File: config.mk
export PLATFORM = sky130hd
export DESIGN_NAME = multi_counter_regif
export DESIGN_NICKNAME = d
export VERILOG_FILES = /design/src/rtl/multi_counter_regif.sv
export SDC_FILE = /design/constraint.sdc
export NUM_CORES = 1
export LEC_CHECK = 0
export ABC_CLOCK_PERIOD_IN_PS = 2700
export CAP_MARGIN = 10
export CORE_MARGIN = 2
export CORE_UTILIZATION = 56
export CTS_CLUSTER_SIZE = 20
export DETAILED_ROUTE_END_ITERATION = 10
export PLACE_DENSITY_LB_ADDON = 0.3
export SYNTH_ARGS = -nofsm -noshare
export SYNTH_HDL_FRONTEND = slang
export SYNTH_SLANG_ARGS = --single-unit
export TNS_END_PERCENT = 30
File: constraint.sdc
create_clock -name clk -period 2.7 [get_ports clk]
set_input_delay 0.54 -clock clk [delete_from_list [all_inputs] [get_ports clk]]
set_output_delay 0.54 -clock clk [all_outputs]
set_load 0.03 [all_outputs]
File: src/rtl/multi_counter_regif.sv
// multi_counter_regif: NUM_CH independent up/down counters behind one
// word-addressed register bus.
//
// Ports
//   clk       : single clock, all state updates on posedge
//   rst       : synchronous, active-high reset
//   wr_en     : write strobe (one register write per cycle)
//   rd_en     : read strobe
//   addr      : byte address, word aligned (ADDR_WIDTH >= 9)
//   wdata     : write data
//   rdata     : combinational read data, 0 when idle or unmapped
//   overflow  : per-channel terminal pulse, combinational
//   irq       : OR of (sticky & mask), registered
//
// Register map: channel n at n*0x10 (CTRL +0, VALUE +4, LIMIT +8, STATUS +C),
// IRQ_MASK at 0x100.
//
// Build option: MCNT_STATUS_IRQ_EN enables the STATUS sticky bits, IRQ_MASK
// and irq. Without it those registers are unmapped and irq is tied low.

module multi_counter_regif #(
  parameter int unsigned NUM_CH     = 4,
  parameter int unsigned CNT_WIDTH  = 8,
  parameter int unsigned ADDR_WIDTH = 10
) (
  input  logic                  clk,
  input  logic                  rst,
  input  logic                  wr_en,
  input  logic                  rd_en,
  input  logic [ADDR_WIDTH-1:0] addr,
  input  logic [31:0]           wdata,
  output logic [31:0]           rdata,
  output logic [NUM_CH-1:0]     overflow,
  output logic                  irq
);

  localparam int unsigned DATA_W    = 32;
  localparam int unsigned CTRL_W    = 4;
  localparam int unsigned CH_IDX_W  = 4;
  localparam int unsigned START_B   = 0;
  localparam int unsigned CLR_B     = 1;
  localparam int unsigned DIR_B     = 2;
  localparam int unsigned ONESHOT_B = 3;

  localparam logic [1:0] REG_CTRL   = 2'd0;
  localparam logic [1:0] REG_VALUE  = 2'd1;
  localparam logic [1:0] REG_LIMIT  = 2'd2;
  localparam logic [1:0] REG_STATUS = 2'd3;

  localparam logic [ADDR_WIDTH-1:0] GLB_ADDR = ADDR_WIDTH'(32'h100);

  logic [CTRL_W-1:0]    ctrl_q  [NUM_CH];
  logic [CTRL_W-1:0]    ctrl_d  [NUM_CH];
  logic [CNT_WIDTH-1:0] cnt_q   [NUM_CH];
  logic [CNT_WIDTH-1:0] cnt_d   [NUM_CH];
  logic [CNT_WIDTH-1:0] limit_q [NUM_CH];
  logic [CNT_WIDTH-1:0] limit_d [NUM_CH];

  logic [NUM_CH-1:0]   counting;
  logic [NUM_CH-1:0]   terminal;
  logic [NUM_CH-1:0]   wrap;
  logic [NUM_CH-1:0]   wr_ch;
  logic [CH_IDX_W-1:0] ch_sel;
  logic [1:0]          reg_sel;
  logic                ch_hit;
  logic                glb_hit;

`ifdef MCNT_STATUS_IRQ_EN
  logic [NUM_CH-1:0] sticky_q;
  logic [NUM_CH-1:0] sticky_d;
  logic [NUM_CH-1:0] mask_q;
  logic [NUM_CH-1:0] mask_d;
  logic              irq_q;
  logic              irq_d;
`endif

  // Low address bits and upper wdata bits are don't-care by design.
  logic unused_bits;
  assign unused_bits = ^{addr[1:0], wdata};

  // Address decode: channel window below 0x100, single global word at 0x100.
  always_comb begin
    ch_sel  = addr[7:4];
    reg_sel = addr[3:2];
    ch_hit  = (addr[ADDR_WIDTH-1:8] == '0) && ({1'b0, ch_sel} < 5'(NUM_CH));
    glb_hit = (addr[ADDR_WIDTH-1:2] == GLB_ADDR[ADDR_WIDTH-1:2]);
  end

  // Terminal detection and the combinational overflow pulse.
  always_comb begin
    for (int i = 0; i < NUM_CH; i++) begin
      counting[i] = ctrl_q[i][START_B] & ~ctrl_q[i][CLR_B];
      terminal[i] = ctrl_q[i][DIR_B] ? (cnt_q[i] == '0) : (cnt_q[i] >= limit_q[i]);
      wrap[i]     = counting[i] & terminal[i];
      wr_ch[i]    = wr_en & ch_hit & (ch_sel == CH_IDX_W'(i));
    end
    overflow = wrap;
  end

  // Next-state for counters, control and limit registers.
  always_comb begin
    for (int i = 0; i < NUM_CH; i++) begin
      ctrl_d[i]  = ctrl_q[i];
      cnt_d[i]   = cnt_q[i];
      limit_d[i] = limit_q[i];

      if (ctrl_q[i][CLR_B]) begin
        cnt_d[i] = '0;
      end else if (counting[i]) begin
        if (terminal[i]) cnt_d[i] = ctrl_q[i][DIR_B] ? limit_q[i] : '0;
        else if (ctrl_q[i][DIR_B]) cnt_d[i] = cnt_q[i] - CNT_WIDTH'(1);
        else cnt_d[i] = cnt_q[i] + CNT_WIDTH'(1);
      end

      // One-shot auto-stop; a same-cycle CPU write to CTRL takes precedence.
      if (wrap[i] && ctrl_q[i][ONESHOT_B]) ctrl_d[i][START_B] = 1'b0;
      if (wr_ch[i] && (reg_sel == REG_CTRL)) ctrl_d[i] = wdata[CTRL_W-1:0];
      if (wr_ch[i] && (reg_sel == REG_LIMIT)) limit_d[i] = wdata[CNT_WIDTH-1:0];
    end
  end

`ifdef MCNT_STATUS_IRQ_EN
  // Sticky status: hardware set wins over a simultaneous W1C.
  always_comb begin
    sticky_d = sticky_q;
    mask_d   = mask_q;
    for (int i = 0; i < NUM_CH; i++) begin
      if (wr_ch[i] && (reg_sel == REG_STATUS) && wdata[0]) sticky_d[i] = 1'b0;
      if (wrap[i]) sticky_d[i] = 1'b1;
    end
    if (wr_en && glb_hit) mask_d = wdata[NUM_CH-1:0];
    irq_d = |(sticky_q & mask_q);
  end

  always_ff @(posedge clk) begin
    if (rst) begin
      sticky_q <= '0;
      mask_q   <= '0;
      irq_q    <= 1'b0;
    end else begin
      sticky_q <= sticky_d;
      mask_q   <= mask_d;
      irq_q    <= irq_d;
    end
  end

  assign irq = irq_q;
`else
  assign irq = 1'b0;
`endif

  // Per-channel register file.
  always_ff @(posedge clk) begin
    if (rst) begin
      for (int i = 0; i < NUM_CH; i++) begin
        ctrl_q[i]  <= '0;
        cnt_q[i]   <= '0;
        limit_q[i] <= '1;
      end
    end else begin
      for (int i = 0; i < NUM_CH; i++) begin
        ctrl_q[i]  <= ctrl_d[i];
        cnt_q[i]   <= cnt_d[i];
        limit_q[i] <= limit_d[i];
      end
    end
  end

  // Zero-latency read mux.
  always_comb begin
    rdata = '0;
    if (rd_en) begin
      for (int i = 0; i < NUM_CH; i++) begin
        if (ch_hit && (ch_sel == CH_IDX_W'(i))) begin
          case (reg_sel)
            REG_CTRL:   rdata = DATA_W'(ctrl_q[i]);
            REG_VALUE:  rdata = DATA_W'(cnt_q[i]);
            REG_LIMIT:  rdata = DATA_W'(limit_q[i]);
`ifdef MCNT_STATUS_IRQ_EN
            REG_STATUS: rdata = DATA_W'(sticky_q[i]);
`endif
            default:    rdata = '0;
          endcase
        end
      end
`ifdef MCNT_STATUS_IRQ_EN
      if (glb_hit) rdata = DATA_W'(mask_q);
`endif
    end
  end

endmodule

## Word level (Yosys, flattened, before mapping)

Memories as Yosys holds them, arrays and structs flattened.
Cells that the tools add are included.
Widths: inputs -> output; s select.

| storage, ports and cells | value |
|---|---|
| register bits after elaboration | 0 |
| memory bits (writable) | 80 |
| input port bits | 46 |
| output and inout bits | 37 |
| memories | 3 |

Memories:

| name | words | width | read ports | clocked after Yosys merged registers in | wr ports | RTL line | text |
|---|---|---|---|---|---|---|---|
| cnt_q | 4 | 8 | 4 | 0 | 4 | 54 | `logic [CNT_WIDTH-1:0] cnt_q [NUM_CH];` |
| limit_q | 4 | 8 | 4 | 0 | 4 | 56 | `logic [CNT_WIDTH-1:0] limit_q [NUM_CH];` |
| ctrl_q | 4 | 4 | 4 | 0 | 4 | 52 | `logic [CTRL_W-1:0] ctrl_q [NUM_CH];` |

| operators by class | value |
|---|---|
| add/subtract/negate cells | 8 |
| magnitude comparators | 5 |
| equality and inequality tests | 5 |
| mux-type cells | 60 |
| bitwise gates (word level) | 29 |
| reduce and logical (&&, ||, !) cells | 24 |

Operators with widths:

| kind | number |
|---|---|
| $mux 8 | 33 |
| $mux 32 | 4 |
| $pmux 8 s3 | 4 |
| $add 8x1->8 const B | 4 |
| $ge 8x8->1 | 4 |
| $logic_not 8->1 | 4 |
| $mux 4 | 8 |
| $sub 8x1->8 const B | 4 |
| $logic_and 1x1->1 | 17 |
| $and 1x1->1 | 13 |
| $or 1x1->1 | 12 |
| $mux 1 | 11 |
| $eq 4x2->1 const B | 2 |
| $eq 4x1->1 const B | 1 |
| $logic_not 2->1 | 2 |
| $logic_not 4->1 | 1 |
| $lt 4x3->1 const B | 1 |
| $not 1->1 | 4 |
| $eq 2x1->1 const B | 1 |
| $eq 2x2->1 const B | 1 |

## Depth between registers and ports, before layout

Gate-level depths: netlist (run 1).

| logic depth | value |
|---|---|
| depth after elaboration | 8 |
| depth in mapped cells | 9 |
| gate-level depth less buffers | 8 |

## Worst setup path after synthesis (run 1)

OpenSTA, ideal clock, no wires.

| timing path | value |
|---|---|
| path type | register -> output |
| from | memory cnt_q[2][0] |
| to | output overflow[2] |
| data arrival time | 2.183 ns |
| data required time | 2.160 ns |
| path slack | -0.023 ns |
| cell stages (with the launch flop) | 8 |
| cell sequence | dfxtp_1 inv_1 ha_1 or3b_2 o211ai_1 a21oi_1 o41ai_2 nor2_1 |

RTL lines:

| what | RTL line | text |
|---|---|---|
| start: declaration | 54 |  |
| end: declaration | 33 | `output logic [NUM_CH-1:0] overflow,` |

## Final worst setup path (run 1)

| timing path | value |
|---|---|
| from | input addr[2] |
| to | output rdata[4] |

| on the way | value |
|---|---|
| word-level cells in the longest chain between the ends | 7 |
| elaborated cells between the ends (all ways) | 12 |

Ends and longest elaborated chain:

| what | RTL line | text |
|---|---|---|
| start: declaration | 30 | `input logic [ADDR_WIDTH-1:0] addr,` |
| $eq 2x2->1, or another cell as far along | 175 | `case (reg_sel)` |
| $pmux 8 s3 | 175 |  |
| $mux 8 | 174 | `if (ch_hit && (ch_sel == CH_IDX_W'(i))) begin` |
| $mux 32 (2 in a row) | 174 |  |
| $mux 32 (*) | 174 |  |
| $mux 32 (*) | 172 | `if (rd_en) begin` |
| end: declaration | 32 | `output logic [31:0] rdata,` |

Mark *: on every way between the ends. The rest lies on a longest branch, timed or not.

==> flow_summary.yaml, run 1 <==
status:
  status: "finished, violations left"
  failed_checks: "negative setup slack"
timing:
  fmax_ghz: 0.366
  period_needed_ns: 2.73
  final_hold_viol_count: 0
  worst_slack_ns: -0.0322
  finClkSkew_ns: 0.0133
  setup_violations: 2
  slew_viol_final: 0
  tightest_slew_ns: 0.617
  rsz0062_at_grt: "true"
  slew-limit-headroom_pct: 58.7
  fin_crit_sh_pct: 101
global_route:
  grt_pass1_vias: 5737
  antenna_found_initial: 0
  grt_util_all_layers_pct: 30.2
  grt_pass1_wl_um: 28000
  grt_max_degree: 31
  overflow: 0
clocking:
  cts_tree: "yes"
  cts_root_buffer: "clkbuf_8"
  htree_levels: 3
  clock_path_buffers: 2
  clkSlewWorstSetupHoldPaths_ns: 0.09
  clock_latency_ns: 0.37
  cts_hold_buf: 0
  cts_num_sinks: 80
  tritoncts.num_buffers: 9
place:
  gp_congestion: 0.904
  place_hpwl_um: 13000
  port_buffers: 31
  pre_cts_slack_ns: -0.228
floorplanning:
  die_area_um2: 11700
  ios: 83
  dieHeight_um: 108
  std_cell_rows: 38
  die_w_um: 108
  coreArea_um2: 10700
  initial_core_util_pct: 56.8
worst_setup_path:
  cpMostUsedCell: "buf_4"
  crit_type: "in -> out"
  cpPeakStageDelay_ns: 0.29
  cp-start-kind: "input port"
  r2r-start: "cnt_q[0][3]"
  cp.required_ns: 2.16
  crit_arrival_ns: 2.19
  cp_max_fo: 16
  path_cells: "dlygate4sd2_1 > buf_4 > nor2b_4 > buf_12 > a221oi_1 > buf_4 > a211oi_1 > a21oi_1 > nor2_1 > buf_4"
  r2r_slack_ns: 0.45
  endpoint_kind: "output port"
  reg2reg_to: "cnt_q[0][5]"
  cpMaxStageDelayCell: "dlygate4sd2_1"
  reg2reg_depth: 7
power:
  vdd_drop_max_uv: 221
  p_per_area_nw_per_um2: 334
  fin_total_pwr_mw: 2.45
  leakagePower_nw: 3.44
yosys:
  synthAdderAreaFrac_pct: 12.8
  synth_seq_cells: 80
  synthMuxAreaShare_pct: 4.60
  synth-simple-area-share_pct: 17.2
  syn_inst: 754
  synth-async-reset-ratio_pct: 0
  synth_xor_area_share_pct: 3.02
  synth_top_family_by_area: "compound AO/OA/AOI/OAI gates"
  yosysSeqAreaShare_pct: 26.3
  ys_types: 57
  synth-compound-area-share_pct: 27.4
  synth.avg_cell_area_um2: 8.09
  ys.flop_type: "dfxtp_1"
  synth-edff-count: 0
  ys_warn_count: 0
  syn-cell-area_um2: 6100
hold_path:
  min_to: "ctrl_q[0][2]"
  hold_path_class: "in -> reg"
  min_from: "rst"
  hold_depth: 2
layout:
  num_antenna_cells: 0
  drive_gt1_share_pct: 19.7
  final_nets: 940
  layout_commonest_cell: "nor2_1"
  final_cell_mix: "nor2_1 (103), buf_4 (81), dfxtp_1 (65)"
  area_delta_synth_final_pct: 20.3
route:
  wl_per_cell_um: 18.4
  first_pass_iters: 5
  antenna_left: 0
  vias: 6099
  via_per_inst: 6.23
  drc: 0
  initialDrtViolationCount: 467
  wl_um: 18000
flow_run:
  maxCapViolations: 0
==> where the power goes <==
group | switching, mW | leakage (nW) | internal, mW
registers | 0.00273 | 0.649 | 1.18
clock network | 0.472 | 0.110 | 0.518
logic | 0.183 | 2.68 | 0.0938
==> synth_stat cells (5+ instances only) <==
| master | count | share of area (%) |
|---|---|---|
| mux2i_1 | 28 | 4.6 |
| inv_1 | 50 | 3.1 |
| ha_1 | 56 | 11 |
| a211oi_1 | 19 | 2.3 |
| nand3_1 | 8 | 0.66 |
| dfxtp_1 | 80 | 26 |
| a31oi_1 | 7 | 0.72 |
| clkbuf_1 | 27 | 1.7 |
| nand2b_1 | 14 | 1.4 |
| nor2b_1 | 17 | 1.7 |
| or3_1 | 5 | 0.51 |
| buf_4 | 25 | 3.1 |
| buf_2 | 7 | 0.57 |
| a22oi_1 | 8 | 0.98 |
| a211o_1 | 35 | 5.0 |
| xor2_1 | 5 | 0.72 |
| a21oi_1 | 54 | 4.4 |
| nand3b_1 | 5 | 0.62 |
| a221oi_1 | 27 | 3.9 |
| nand2_1 | 17 | 1.0 |
| o21ai_0 | 61 | 5.0 |
| nor2_1 | 107 | 6.6 |
| xnor2_1 | 16 | 2.3 |
| a21o_1 | 7 | 0.86 |
==> cell type report <==
class | count | area, µm²
tap | 140 | 175
clock buffer | 10 | 128
multi-input combinational | 585 | 4250
timing repair buffer | 108 | 895
sequential | 80 | 1620
fill | 889 | 3410
inverter | 50 | 188
clock inverter | 6 | 83.8
==> cell families after synthesis <==
group           Yosys count
compound gates          249
simple gates            202
buf+inv                 113
flops                    80
fa+ha+maj                60
mux                      28
xor+xnor                 21
other cells               1
==> state kept, by name, summed over array words and instances (netlist names) <==
register,flops
cnt_q,32
limit_q,32
ctrl_q,16
==> routing by layer <==
layer	up-vias	track usage (%)	part of all wire [%]
li1	2865	-	-
met1	2880	37.7	41
met2	303	52.6	49
met3	51	4.64	7.5
met4	0	11.2	2.9
met5	-	0	0
==> worst max-delay path by stage <==
| stage | start | to | slack, ns | cells past startpoint |
|---|---|---|---|---|
| finish | addr[2] | rdata[4] | -0.03 | 10 |
| global route | cnt_q[0][0] | overflow[0] | -0.11 | 8 |
| CTS | cnt_q[2][0] | overflow[2] | -0.09 | 8 |
| detailed placement | addr[2] | rdata[1] | -0.23 | 9 |
| global placement | addr[2] | rdata[1] | -0.22 | 9 |
| floorplan | cnt_q[2][3] | overflow[2] | 0.02 | 5 |
==> repair_timing <==
item,in CTS,in global routing
buffers inserted,8,6
resized for setup,40,43
hold endpoints to repair,0,0
endpoints found under the setup margin,11,17
pin swaps,7,16
==> critical path, delay by kind of cell <==
kind | cells | cell delay (ns)
and+or+nand+nor | 2 | 0.28
buffers and inverters | 5 | 0.98
AOI/OAI and AO/OA | 3 | 0.39
==> metrics by stage <==
stage	TNS (ns)	util, %	std cells	hold WS [ns]	cell area (µm²)
6_report	-0.0396	68.3	979	0.501	7340
5_1_grt	-0.426	68.3	979	0.497	7340
4_1_cts	-0.0862	66.6	973	0.493	7160
3_5_place_dp	-1.72	63.4	949	0.513	6820
3_3_place_gp	-1.65	63.4	949	0.506	6820
2_1_floorplan	0	-	778	0.476	6200
(Power assumes the default switching activity.)
==> inputs of run 2 (changes only) <==
CORE_MARGIN = default   (was 2)
GPL_TIMING_DRIVEN = 0   (was default)
==> flow_summary.yaml, run 2 (same netlist as run 1, synthesis figures left out) <==
timing:
  tightest_slew_ns: 0.657
  setup_violations: 2
  fmax_ghz: 0.366
  period_needed_ns: 2.73
  setup_tns_ns: -0.0344
  final_hold_viol_count: 0
  rsz0062_at_grt: "true"
  worst_slack_ns: -0.0330
  finClkSkew_ns: 0.0129
  slew_viol_final: 0
  finalHoldWorstSlack_ns: 0.539
  fin_crit_sh_pct: 101
  slew-limit-headroom_pct: 56.2
worst_setup_path:
  r2r_slack_ns: 0.44
  endpoint: "rdata[1]"
  r2r-start: "cnt_q[2][3]"
  endpoint_kind: "output port"
  cp-startpoint: "addr[2]"
  cp_max_fo: 7
  path_cells: "dlygate4sd2_1 > buf_6 > nor2b_2 > buf_8 > clkbuf_16 > a211oi_2 > a211oi_1 > a21oi_1 > nor2_1 > buf_4"
  reg2reg_depth: 8
  reg2reg_to: "cnt_q[2][1]"
  cpPeakStageDelay_ns: 0.29
  cpMaxStageDelayCell: "a211oi_1"
  cp-start-kind: "input port"
  cp.required_ns: 2.16
  crit_arrival_ns: 2.19
  crit_type: "in -> out"
clocking:
  cts_tree: "yes"
  clock_latency_ns: 0.37
  cts_root_buffer: "clkbuf_8"
  tritoncts.num_buffers: 9
  clock_path_buffers: 2
  clkSlewWorstSetupHoldPaths_ns: 0.09
  htree_levels: 3
  cts_num_sinks: 80
route:
  vias: 6335
  wl_per_cell_um: 19.6
  antenna_left: 0
  drc: 0
  first_pass_iters: 8
  wl_um: 19200
  via_per_inst: 6.44
  initialDrtViolationCount: 609
hold_path:
  hold_path_class: "reg -> reg"
layout:
  multi_input_area_um2: 4370
  reg_top3: "cnt_q x32, limit_q x32, ctrl_q x16"
  regArea_um2: 1660
  layout_commonest_cell: "nor2_1"
  num_antenna_cells: 0
  area_delta_synth_final_pct: 23.2
  drive_gt1_share_pct: 22.0
  fill_cells: 802
  final_nets: 948
  final_cell_mix: "nor2_1 (105), buf_4 (59), o21ai_0 (56)"
floorplanning:
  dieHeight_um: 106
  std_cell_rows: 37
  ios: 83
  initial_core_util_pct: 58.3
  coreArea_um2: 10500
  die_w_um: 106
  die_area_um2: 11300
place:
  place_hpwl_um: 13000
  port_buffers: 27
  gp_congestion: 0.928
power:
  p_per_area_nw_per_um2: 333
  leakagePower_nw: 3.45
  vdd_drop_max_uv: 302
global_route:
  grt_pass1_wl_um: 30000
  grt_util_all_layers_pct: 33.4
  grt_max_degree: 14
  overflow: 0
  antenna_found_initial: 0
  grt_pass1_vias: 5966
flow_run:
  maxCapViolations: 0
status:
  failed_checks: "negative setup slack"
  status: "finished, violations left"
[run 2: report_power, final]
group	leakage [nW]	total (mW)	internal, mW	switching (mW)
Clock	0.110	0.993	0.519	0.474
Combinational	2.69	0.330	0.123	0.208
Sequential	0.651	1.18	1.17	0.00337
Total	3.45	2.50	1.82	0.685
[run 2: worst min path at each step]
stage	startpoint	end	slack [ns]	cells past startpoint
floorplan	limit_q[2][0]	cnt_q[2][0]	0.48	2
global placement	ctrl_q[2][3]	ctrl_q[2][3]	0.50	2
detailed placement	limit_q[2][0]	cnt_q[2][0]	0.51	2
CTS	limit_q[2][0]	cnt_q[2][0]	0.52	2
global route	limit_q[2][0]	cnt_q[2][0]	0.56	2
finish	cnt_q[0][0]	cnt_q[0][0]	0.54	2
[run 2: repair_timing]
item	4_1_cts	5_1_grt
buffers inserted	21	5
setup endpoints to repair	14	12
pin swaps	28	17
endpoints found under the hold margin	0	0
gates cloned	1	0
hold buffers	0	0
gates resized for setup	166	57
[run 2: area by class of cell]
cell class | count | area share, %
clock buffer | 10 | 1.70
tap | 136 | 2.26
clock inverter | 6 | 1.12
multi-input combinational | 585 | 58.2
sequential | 80 | 22.0
timing repair buffer | 54 | 6.11
buffer | 62 | 6.08
inverter | 50 | 2.50
[run 2: worst max-delay path, delay by kind of cell]
family          cells  cell delay [ns]
buf+inv             5             0.89
compound gates      3             0.46
simple gates        2             0.29
[run 2: through the flow]
stage / total power [mW] / instance area [µm²] / setup WS [ns] / utilization (%) / instances
floorplan: 1.39 / 6200 / 0.0222 / - / 778
global placement: 1.47 / 6640 / -1.50 / 63.5 / 941
detailed placement: 1.47 / 6640 / -1.43 / 63.5 / 941
CTS: 2.46 / 7340 / -0.0655 / 70.2 / 978
global route: 2.55 / 7510 / -0.0844 / 71.8 / 983
finish: 2.50 / 7510 / -0.0330 / 71.8 / 983
[run 2: metal layers]
| metal | wire length, µm | part of all wire [%] | up-vias | GRT usage, % |
|---|---|---|---|---|
| met5 | 0 | 0 | - | 0 |
| met1 | 7320 | 38 | 2937 | 43.2 |
| met4 | 629 | 3.3 | 0 | 11.9 |
| met3 | 2310 | 12 | 77 | 6.93 |
| li1 | - | - | 2882 | - |
| met2 | 8970 | 47 | 439 | 54.8 |
